**src/rtl/dmem_arb_pkg.sv**
```systemverilog
// Shared defaults and state encoding for the two-port data-memory arbiter.
package dmem_arb_pkg;

    localparam int ADDR_W_DEF = 13;
    localparam int DATA_W_DEF = 32;

    typedef enum logic [1:0] {
        IDLE  = 2'd0,
        SERVE = 2'd1,
        ACK   = 2'd2
    } state_t;

endpackage

```
**src/rtl/rr_pick2.sv**
```systemverilog
// Two-way round-robin pick: a lone requester wins, a tie goes to the port
// that did not win last time.
module rr_pick2 (
    input  logic req0,
    input  logic req1,
    input  logic last_grant,
    output logic winner
);

    assign winner = (req0 && req1) ? ~last_grant : req1;

endmodule

```
**src/rtl/dmem_arbiter.sv**
```systemverilog
// Round-robin arbiter giving two ports fixed-latency access to one
// single-ported data memory (IDLE -> SERVE -> ACK per transaction).
module dmem_arbiter
    import dmem_arb_pkg::*;
#(
    parameter int ADDR_W = ADDR_W_DEF,
    parameter int DATA_W = DATA_W_DEF
) (
    input  logic              clock,
    input  logic              reset,
    input  logic              req0,
    input  logic              req1,
    input  logic              we0,
    input  logic              we1,
    input  logic [ADDR_W-1:0] addr0,
    input  logic [ADDR_W-1:0] addr1,
    input  logic [DATA_W-1:0] wdata0,
    input  logic [DATA_W-1:0] wdata1,
    output logic              gnt0,
    output logic              gnt1,
    output logic              ack0,
    output logic              ack1,
    output logic [DATA_W-1:0] rdata,
    output logic              mem_write,
    output logic              mem_read,
    output logic [ADDR_W-1:0] mem_addr,
    output logic [DATA_W-1:0] mem_wdata,
    input  logic [DATA_W-1:0] mem_rdata,
    output logic              busy
);

    state_t                    state;
    state_t                    state_nxt;
    logic                      load;
    logic                      winner;
    logic                      last_grant;
    logic                      lat_id;
    logic                      lat_we;
    logic [ADDR_W-1:0]         lat_addr;
    logic signed [DATA_W-1:0]  lat_wdata;

    rr_pick2 u_pick (
        .req0       (req0),
        .req1       (req1),
        .last_grant (last_grant),
        .winner     (winner)
    );

    // Control state; last_grant resets to 1 so port 0 wins the first tie.
    always_ff @(posedge clock or posedge reset) begin
        if (reset) begin
            state      <= IDLE;
            last_grant <= 1'b1;
        end else begin
            state <= state_nxt;
            if (load) begin
                last_grant <= winner;
            end
        end
    end

    always_comb begin
        state_nxt = state;
        load      = 1'b0;
        case (state)
            IDLE: begin
                if (req0 || req1) begin
                    load      = 1'b1;
                    state_nxt = SERVE;
                end
            end
            SERVE:   state_nxt = ACK;
            ACK:     state_nxt = IDLE;
            default: state_nxt = IDLE;
        endcase
    end

    // Transaction capture; only observed through state-gated outputs.
    always_ff @(posedge clock) begin
        if (load) begin
            lat_id    <= winner;
            lat_we    <= winner ? we1 : we0;
            lat_addr  <= winner ? addr1 : addr0;
            lat_wdata <= winner ? wdata1 : wdata0;
        end
    end

    always_ff @(posedge clock or posedge reset) begin
        if (reset) begin
            rdata <= '0;
        end else if (state == SERVE && !lat_we) begin
            rdata <= mem_rdata;
        end
    end

    // Outputs decode from state, so an asynchronous reset drops them at once.
    assign busy      = (state != IDLE);
    assign gnt0      = busy && !lat_id;
    assign gnt1      = busy && lat_id;
    assign ack0      = (state == ACK) && !lat_id;
    assign ack1      = (state == ACK) && lat_id;
    assign mem_write = (state == SERVE) && lat_we;
    assign mem_read  = (state == SERVE) && !lat_we;
    assign mem_addr  = (state == SERVE) ? lat_addr : '0;
    assign mem_wdata = (state == SERVE) ? lat_wdata : '0;

endmodule

```
**config.mk**
```make
export PLATFORM = sky130hd
export DESIGN_NAME = dmem_arbiter
export DESIGN_NICKNAME = d
export VERILOG_FILES = /design/src/rtl/dmem_arb_pkg.sv /design/src/rtl/rr_pick2.sv /design/src/rtl/dmem_arbiter.sv
export SDC_FILE = /design/constraint.sdc
export NUM_CORES = 1
export LEC_CHECK = 0
export ABC_AREA = 0
export BUFFER_PORTS_ARGS = -buffer_cell sky130_fd_sc_hd__buf_2
export CAP_MARGIN = 20
export CORE_ASPECT_RATIO = 0.7
export CORE_MARGIN = 4
export CORE_UTILIZATION = 44
export CTS_CLUSTER_DIAMETER = 100
export DETAILED_ROUTE_END_ITERATION = 16
export GPL_ROUTABILITY_DRIVEN = 0
export HOLD_SLACK_MARGIN = 0.03
export PLACE_DENSITY = 0.79
export SLEW_MARGIN = 15
export SYNTH_ARGS = -nofsm -noshare
export SYNTH_HDL_FRONTEND = slang
export SYNTH_HIERARCHICAL = 1
export SYNTH_SLANG_ARGS = --single-unit
export TNS_END_PERCENT = 30
```
**constraint.sdc**
```tcl
create_clock -name clock -period 2.75 [get_ports clock]
set_clock_uncertainty 0.1 [all_clocks]
set_input_delay 0.275 -clock clock [delete_from_list [all_inputs] [get_ports clock]]
set_output_delay 0.275 -clock clock [all_outputs]
set_load 0.02 [all_outputs]
```
## Word-level counts from Yosys, hierarchy flattened

Cells that the tools add are included.

- Equal/unequal tests: 3
- Muxes and demuxes: 10
- Bitwise gates (word level): 1
- Reduce and logical (&&, ||, !) cells: 12

Operators by type and width:

| operator | number |
|---|---|
| two-way mux 32 bit | 2 |
| two-way mux 13 bit | 2 |
| logical AND 1 bit | 7 |
| two-way mux 1 bit | 4 |
| case mux 2 bit (2 select lines) | 1 |
| equality test 2 x 1 -> 1 bit, second input constant | 1 |
| equality test 2 bit, second input constant | 1 |
| logical NOT 1 bit | 2 |
| logical NOT 2 bit | 1 |
| two-way mux 2 bit | 1 |
| inequality test 2 bit, second input constant | 1 |
| nonzero test 2 bit | 1 |
| logical OR 1 bit | 1 |
| inverter 1 bit | 1 |

- Register bits: 82
- Input port bits: 128
- Output and inout port bits: 84
- Logic and storage cells: 33

## Longest topological paths before layout

Gate-level depths: netlist of run 1.

- Word-level depth: 3
- Mapped depth: 5
- Mapped depth without buffers: 3

## Cells and area by module

The synthesis of run 1 kept the hierarchy.

By module, submodules not included:

| module | times used | cells an instance | area each (um2) | seq. area each (um2) |
|---|---|---|---|---|
| dmem_arbiter | 1 | 232 | 3771.1 | 2288.4 |
| rr_pick2 | 1 | 1 | 11.3 | 0.0 |

## Least setup slack after synthesis of run 1

Ideal clock, no wire load.

- Kind: reg-to-reg
- From: register state[1]
- To: register last_grant
- Library setup time: 0.084 ns
- Arrival time: 2.225 ns
- Data required time: 2.566 ns
- Slack: 0.341 ns
- Cell stages (with the launch flop): 4
- Path buffers: 0
- Period minus slack after synthesis: 2.409 ns
- Cell sequence: dfrtp_1 -> nor2_1 -> o21a_1 -> mux2_2

- Word-level cells in the longest chain between the ends: 2

RTL lines:

| what | RTL line | RTL |
|---|---|---|
| start, declared | dmem_arbiter.sv:32 | `state_t state;` |
| start signal, assigned | dmem_arbiter.sv:55 | `state <= state_nxt;` |
| logical NOT 2 bit | dmem_arbiter.sv:65 | `case (state)` |
| two-way mux 1 bit | dmem_arbiter.sv:65 |  |
| net load | dmem_arbiter.sv:34 | `logic load;` |
| end signal, assigned | dmem_arbiter.sv:57 | `last_grant <= winner;` |
| end, declared | dmem_arbiter.sv:36 | `logic last_grant;` |

The timed path passes the listed nets, and every way through them passes these cells.
A chain may end at the register's enable or synchronous reset.

## Final worst setup path of run 1

- From: register state[1]
- To: output port mem_read

- Word-level cells in the longest chain between the ends: 2

RTL lines:

| what | RTL line | RTL |
|---|---|---|
| equality test 2 x 1 -> 1 bit | dmem_arbiter.sv:103 | `assign mem_read = (state == SERVE) && !lat_we;` |
| logical AND 1 bit | dmem_arbiter.sv:103 |  |
| end, declared | dmem_arbiter.sv:25 | `output logic mem_read,` |

Every way passes these cells.

==> run metrics, run 1 <==
reg-to-reg endpoint lat_wdata[5]$_DFFE_PP_; Initial Utilization 46.7%; die span in y between 80 and 90 um; wire per inst 16.5 um; Setup Viol. Count Final 0; Min Hold Slack roughly 0.075 ns; crit path launch type register; min-delay src mem_rdata[4]; critical path class reg2out; largest net degree at the start of global routing 48; worst path required time between 2 and 2.5 ns; Reg2Reg Setup Slack 0.82 ns; layout cells sized above 1 approximately 70%; minimum clock period around 2.1 ns; r2r worst-path depth 3; ANT cells 0; final core occ between 60% and 70%; GRT Util Overall between 10% and 20%; max frequency approximately 470 MHz; crit path max fanout 33; Worst EP arrival 1.77 ns; #FFs+latches synth a little over 80; worst-case clock buffer depth 2; number of vias per cell roughly 4.8; H-tree depth 3; row cnt 27; Crit. End Element primary output; worst slew pin tran 0.612 ns; DRT Pass-1 Iters 4; worst skew pair latency about 0.33 ns; CP startpoint state[1]$_DFFE_PP0P_; CP endpoint mem_read; Cells after Synth 233; CTS clk-pin slew, worst paths about 0.060 ns; Worst VDD drop between 0.0005 and 0.0006 V; clk sinks a little over 80; Slew Viols, Final 0; worst min path class in2reg; drc violations 0; total vias in the final route roughly 2,700; initial antenna violation count 0; Iter 0 DRT Violations about 110; setup_tns 0 ns; Synth cell types 18; Final WS setup between 0.6 and 0.7 ns; I/O Pins around 210; CTS resizes 0; headroom to the max-slew limit 59.1%; remaining antenna violation count 0; Mapped Nets 361; die width between 100 and 150 um; vias in the first global route slightly below 3,000; Root Driver clkbuf_16; setup repair after global routing missed its margin no; aggregate global routing overflow 0; Port Buf Inserts 211; CTS Buf Count 9; outcome finished, final reports clean; post-synthesis sequential area ratio between 60 and 70%; die area ~10,000 um2; worst slack at placement around 0.79 ns; Post-Route WL 9150 um; Fin. Hold Viols 0; critical register-to-register path startpoint state[1]$_DFFE_PP0P_; Syn Area/Cell 16.2 um2; Area growth syn-to-layout 38.8%; max_cap viols 0; fin nets between 500 and 600; global-route wire length before repair about 14,000 um; synth warn 6; pwr dens 1140 nW/um2; CTS tree yes; leakage between 2 and 3 nW; Core ar. 8110 um2; Final Cycle Share between 70% and 80%; synthesized area 3780 um2
## worst min path at each step
stage | to | depth (start not counted) | slack, ns
floorplan | state[0]$_DFFE_PP0P_ | 1 | 0.29
global placement | rdata[26]$_DFFE_PP0P_ | 3 | 0.29
detailed placement | rdata[25]$_DFFE_PP0P_ | 3 | 0.30
CTS | rdata[4]$_DFFE_PP0P_ | 2 | 0.06
global route | rdata[13]$_DFFE_PP0P_ | 2 | 0.05
finish | rdata[4]$_DFFE_PP0P_ | 2 | 0.07
## logic make-up (layout without fill, tap and decap cells)
group	after synthesis	after routing	share of synthesized area, %
mux	79	79	26.4
compound gates	3	3	0.695
buf+inv	16	236	3.27
simple gates	53	53	9.13
flops	82	82	60.5
## cells in the mapped netlist
master    count  share of area [%]
a21boi_2      1               0.30
and2_1       46                7.6
and3b_1       1               0.23
buf_12        3                1.6
buf_2         6               0.79
buf_6         1               0.30
clkbuf_1      4               0.40
dfrtp_1      34                 22
dfstp_2       1               0.69
edfxtp_1     47                 37
inv_1         2               0.20
mux2_2       50                 15
mux2_4       29                 12
nor2_1        2               0.20
nor2b_1       1               0.17
nor2b_4       2               0.73
nor3b_1       1               0.20
o21a_1        2               0.40
## sequential cells by signal, indices dropped and copies added (netlist names)
name and flops:
rdata 32, lat_we 1, state 2, lat_id 1, lat_addr 13, last_grant 1
lat_wdata 32
## placed cells by master (no fill, tap or decap)
| cell | count |
|---|---|
| buf_2 | 211 |
| mux2_2 | 50 |
| edfxtp_1 | 47 |
| and2_1 | 46 |
| dfrtp_1 | 34 |
| mux2_4 | 29 |
| clkbuf_16 | 9 |
| buf_4 | 5 |
| nor2b_4 | 2 |
| nor2_1 | 2 |
| inv_1 | 2 |
| inv_6 | 2 |
| bufinv_16 | 2 |
| nor2b_1 | 1 |
| nor3b_1 | 1 |
| and3b_1 | 1 |
| o21a_2 | 1 |
| o21a_1 | 1 |
| clkbuf_8 | 1 |
| clkbuf_1 | 1 |
| inv_4 | 1 |
| dlygate4sd3_1 | 1 |
| dfstp_2 | 1 |
| buf_12 | 1 |
| a21boi_4 | 1 |
## power breakdown
| part | switching, mW | internal (mW) | leakage, nW |
|---|---|---|---|
| Sequential | 0.198 | 1.89 | 0.862 |
| Clock | 0.471 | 0.827 | 0.161 |
| Combinational | 1.45 | 1.12 | 1.51 |
## final cells by class
cell class / instances / area [um2]
multi-input cells: 135 / 1380
fillers: 622 / 2860
repair buffers: 218 / 1120
well taps: 101 / 126
clock buffers: 11 / 243
inverters: 2 / 7.51
clock inverters: 5 / 83.8
flip-flops and latches: 82 / 2290
## through the flow
stage / cells / cell area [um2] / total power [mW]
after global routing: 554 / 5250 / 6.30
after CTS: 554 / 5250 / 6.06
after global placement: 537 / 4910 / 4.67
after detailed placement: 537 / 4910 / 4.73
after floorplan: 233 / 3780 / 3.91
final: 554 / 5250 / 5.97
## layer usage
layer | track usage (%) | routed length (um) | vias to the layer above
met3 | 6.59 | 762 | 10
met1 | 19.9 | 3510 | 1265
li1 | - | - | 1256
met4 | 5.99 | 115 | 0
met2 | 32.1 | 4760 | 119
met5 | 0 | 0 | -
## critical path, stage by stage (launching register included)
cell and delay, ns:
dfrtp_1 0.42, nor2b_4 0.12, nor2b_4 0.13, buf_4 0.48
buf_2 0.27
## repair_timing
item	4_1_cts	5_1_grt
buffers inserted	0	0
hold buffers	1	0
endpoints found under the hold margin	34	0
Power figures use the tool's default switching activity.
==> run 2: changes to the inputs <==
Settings changed: CORE_UTILIZATION 44 to 40, PLACE_DENSITY 0.79 to 0.75.
Clock period 2.75 ns to 1.8 ns, I/O delays scaled along.
==> run metrics, run 2 (synthesis results as in run 1) <==
DRT Pass-1 Iters 4; Worst VDD drop approximately 0.0009 V; ANT cells 0; I/O Pins roughly 210; crit path max fanout 48; Worst EP arrival 1.75 ns; fillers approximately 670; Multi-input gate area about 1400 um2; Sequential cell area around 2300 um2; Core ar. roughly 9100 um2; Final WS setup between 0.03 and 0.04 ns; Reg power frac approximately a third; commonest non-fill, non-tap cell in the layout buf_2; aggregate global routing overflow 0; total vias in the final route 2,855; pwr dens 1660 nW/um2; Comb pwr share a little under 50%; Clock power frac 19.5%; die area 11,100 um2; CP startpoint req1; clk sinks just over 80; H-tree depth 3; Power Total approximately 10 mW; leakage 2.77 nW; max frequency around 570 MHz; Area growth syn-to-layout 57.3%; layout cells sized above 1 approximately two thirds; minimum clock period 1.76 ns; GRT Util Overall between 10% and 20%; global-route wire length before repair 15,100 um; CP endpoint lat_wdata[23]$_DFFE_PP_; Fin. Hold Viols 0; CTS tree yes; largest net degree at the start of global routing between 40 and 50; worst slew pin tran ~0.45 ns; CTS Buf Count 9; reg-to-reg endpoint rdata[10]$_DFFE_PP0P_; row cnt 29; die width ~120 um; die span in y 89.4 um; max_cap viols 0; fin nets roughly 620; Reg2Reg Setup Slack ~0.05 ns; CTS clk-pin slew, worst paths approximately 0.06 ns; worst min path class in2reg; number of vias per cell around 4.6; crit path launch type primary input; Root Driver clkbuf_16; post-DP HPWL between 6000 and 7000 um; vias in the first global route slightly below 3,000; setup repair after global routing missed its margin yes; biggest regs lat_wdata x32, rdata x32, lat_addr x13; Setup Viol. Count Final 0; worst skew pair latency 0.33 ns; worst slack at placement between 0.15 and 0.2 ns; r2r worst-path depth 5; initial antenna violation count 0; drc violations 0; worst path required time roughly 1.8 ns; critical path class in2reg; outcome finished, final reports clean; Iter 0 DRT Violations 160; commonest non-fill, non-tap cells in the layout 164 x buf_2, 50 x mux2_2, 47 x edfxtp_1; Crit. End Element register; wire per inst 17.0 um; Slew Viols, Final 0; remaining antenna violation count 0; worst-case clock buffer depth 2; critical register-to-register path startpoint state[0]$_DFFE_PP0P_; Initial Utilization 41.4%; net switching power 3.50 mW; Post-Route WL approximately 11,000 um; Pint 6.38 mW; headroom to the max-slew limit a little over two thirds; Port Buf Inserts between 200 and 250; Final Cycle Share a little over nine tenths; switch share ~35%
-- run 2: cell count changes in the layout (fill, tap and decap cells not counted), moves of 2 or more --
cell / delta
buf_12: +4
dlygate4sd3_1: +35
buf_2: -47
buf_4: +38
bufinv_16: -2
buf_6: +11
clkbuf_16: +3
-- run 2: critical path: stages --
cell and delay [ns]:
dlygate4sd3_1 0.54, buf_2 0.15, a21boi_4 0.20, buf_12 0.25, mux2_2 0.38
-- run 2: how the worst min path moves through the flow --
| stage | start | to | slack [ns] | cells past startpoint |
|---|---|---|---|---|
| floorplan | req0 | state[0]$_DFFE_PP0P_ | 0.20 | 1 |
| global placement | reset | rdata[19]$_DFFE_PP0P_ | 0.19 | 3 |
| detailed placement | reset | rdata[17]$_DFFE_PP0P_ | 0.20 | 3 |
| CTS | wdata0[28] | lat_wdata[28]$_DFFE_PP_ | 0.03 | 2 |
| global route | wdata1[28] | lat_wdata[28]$_DFFE_PP_ | 0.03 | 2 |
| finish | wdata1[22] | lat_wdata[22]$_DFFE_PP_ | 0.05 | 2 |
-- run 2: cell type report --
cell class	instances	share of cell area, %
inverters	2	0.126
repair buffers	261	30.0
well taps	124	2.61
multi-input cells	135	23.3
flip-flops and latches	82	38.5
clock buffers	12	4.86
clock inverters	4	0.610
-- run 2: per-layer routing --
layer,share of wire (%),track usage [%]
met1,40,20.1
met2,51,30.8
met3,6.7,5.91
met4,1.9,7.36
met5,0,0
-- run 2: power by group through the flow --
stage          registers [mW]  logic (mW)  clock network [mW]
6_report                 3.21        4.75                1.92
3_5_place_dp             3.23        4.14                   0
3_3_place_gp             3.20        4.08                   0
2_1_floorplan            3.64        2.34                   0
4_1_cts                  3.20        4.34                1.97
5_1_grt                  3.29        5.02                2.07
-- run 2: what timing repair did --
| item | 4_1_cts | 5_1_grt |
|---|---|---|
| setup buffers | 0 | 5 |
| hold buffers | 35 | 1 |
| pin swaps | 0 | 0 |
| endpoints found under the hold margin | 67 | 1 |
| setup endpoints to repair | 47 | 42 |
| cloned | 1 | 1 |
| gates resized for setup | 4 | 58 |
-- run 2: through the flow --
| step | setup TNS [ns] | hold slack (ns) | instances | area [um2] | utilization, % |
|---|---|---|---|---|---|
| final | 0 | 0.0484 | 620 | 5950 | 65.1 |
| after global routing | -0.260 | 0.0335 | 620 | 5950 | 65.1 |
| after global placement | 0 | 0.194 | 561 | 4990 | 54.6 |
| after floorplan | 0 | 0.197 | 233 | 3790 | - |
| after detailed placement | 0 | 0.202 | 561 | 4990 | 54.6 |
| after CTS | 0 | 0.0319 | 613 | 5720 | 62.5 |
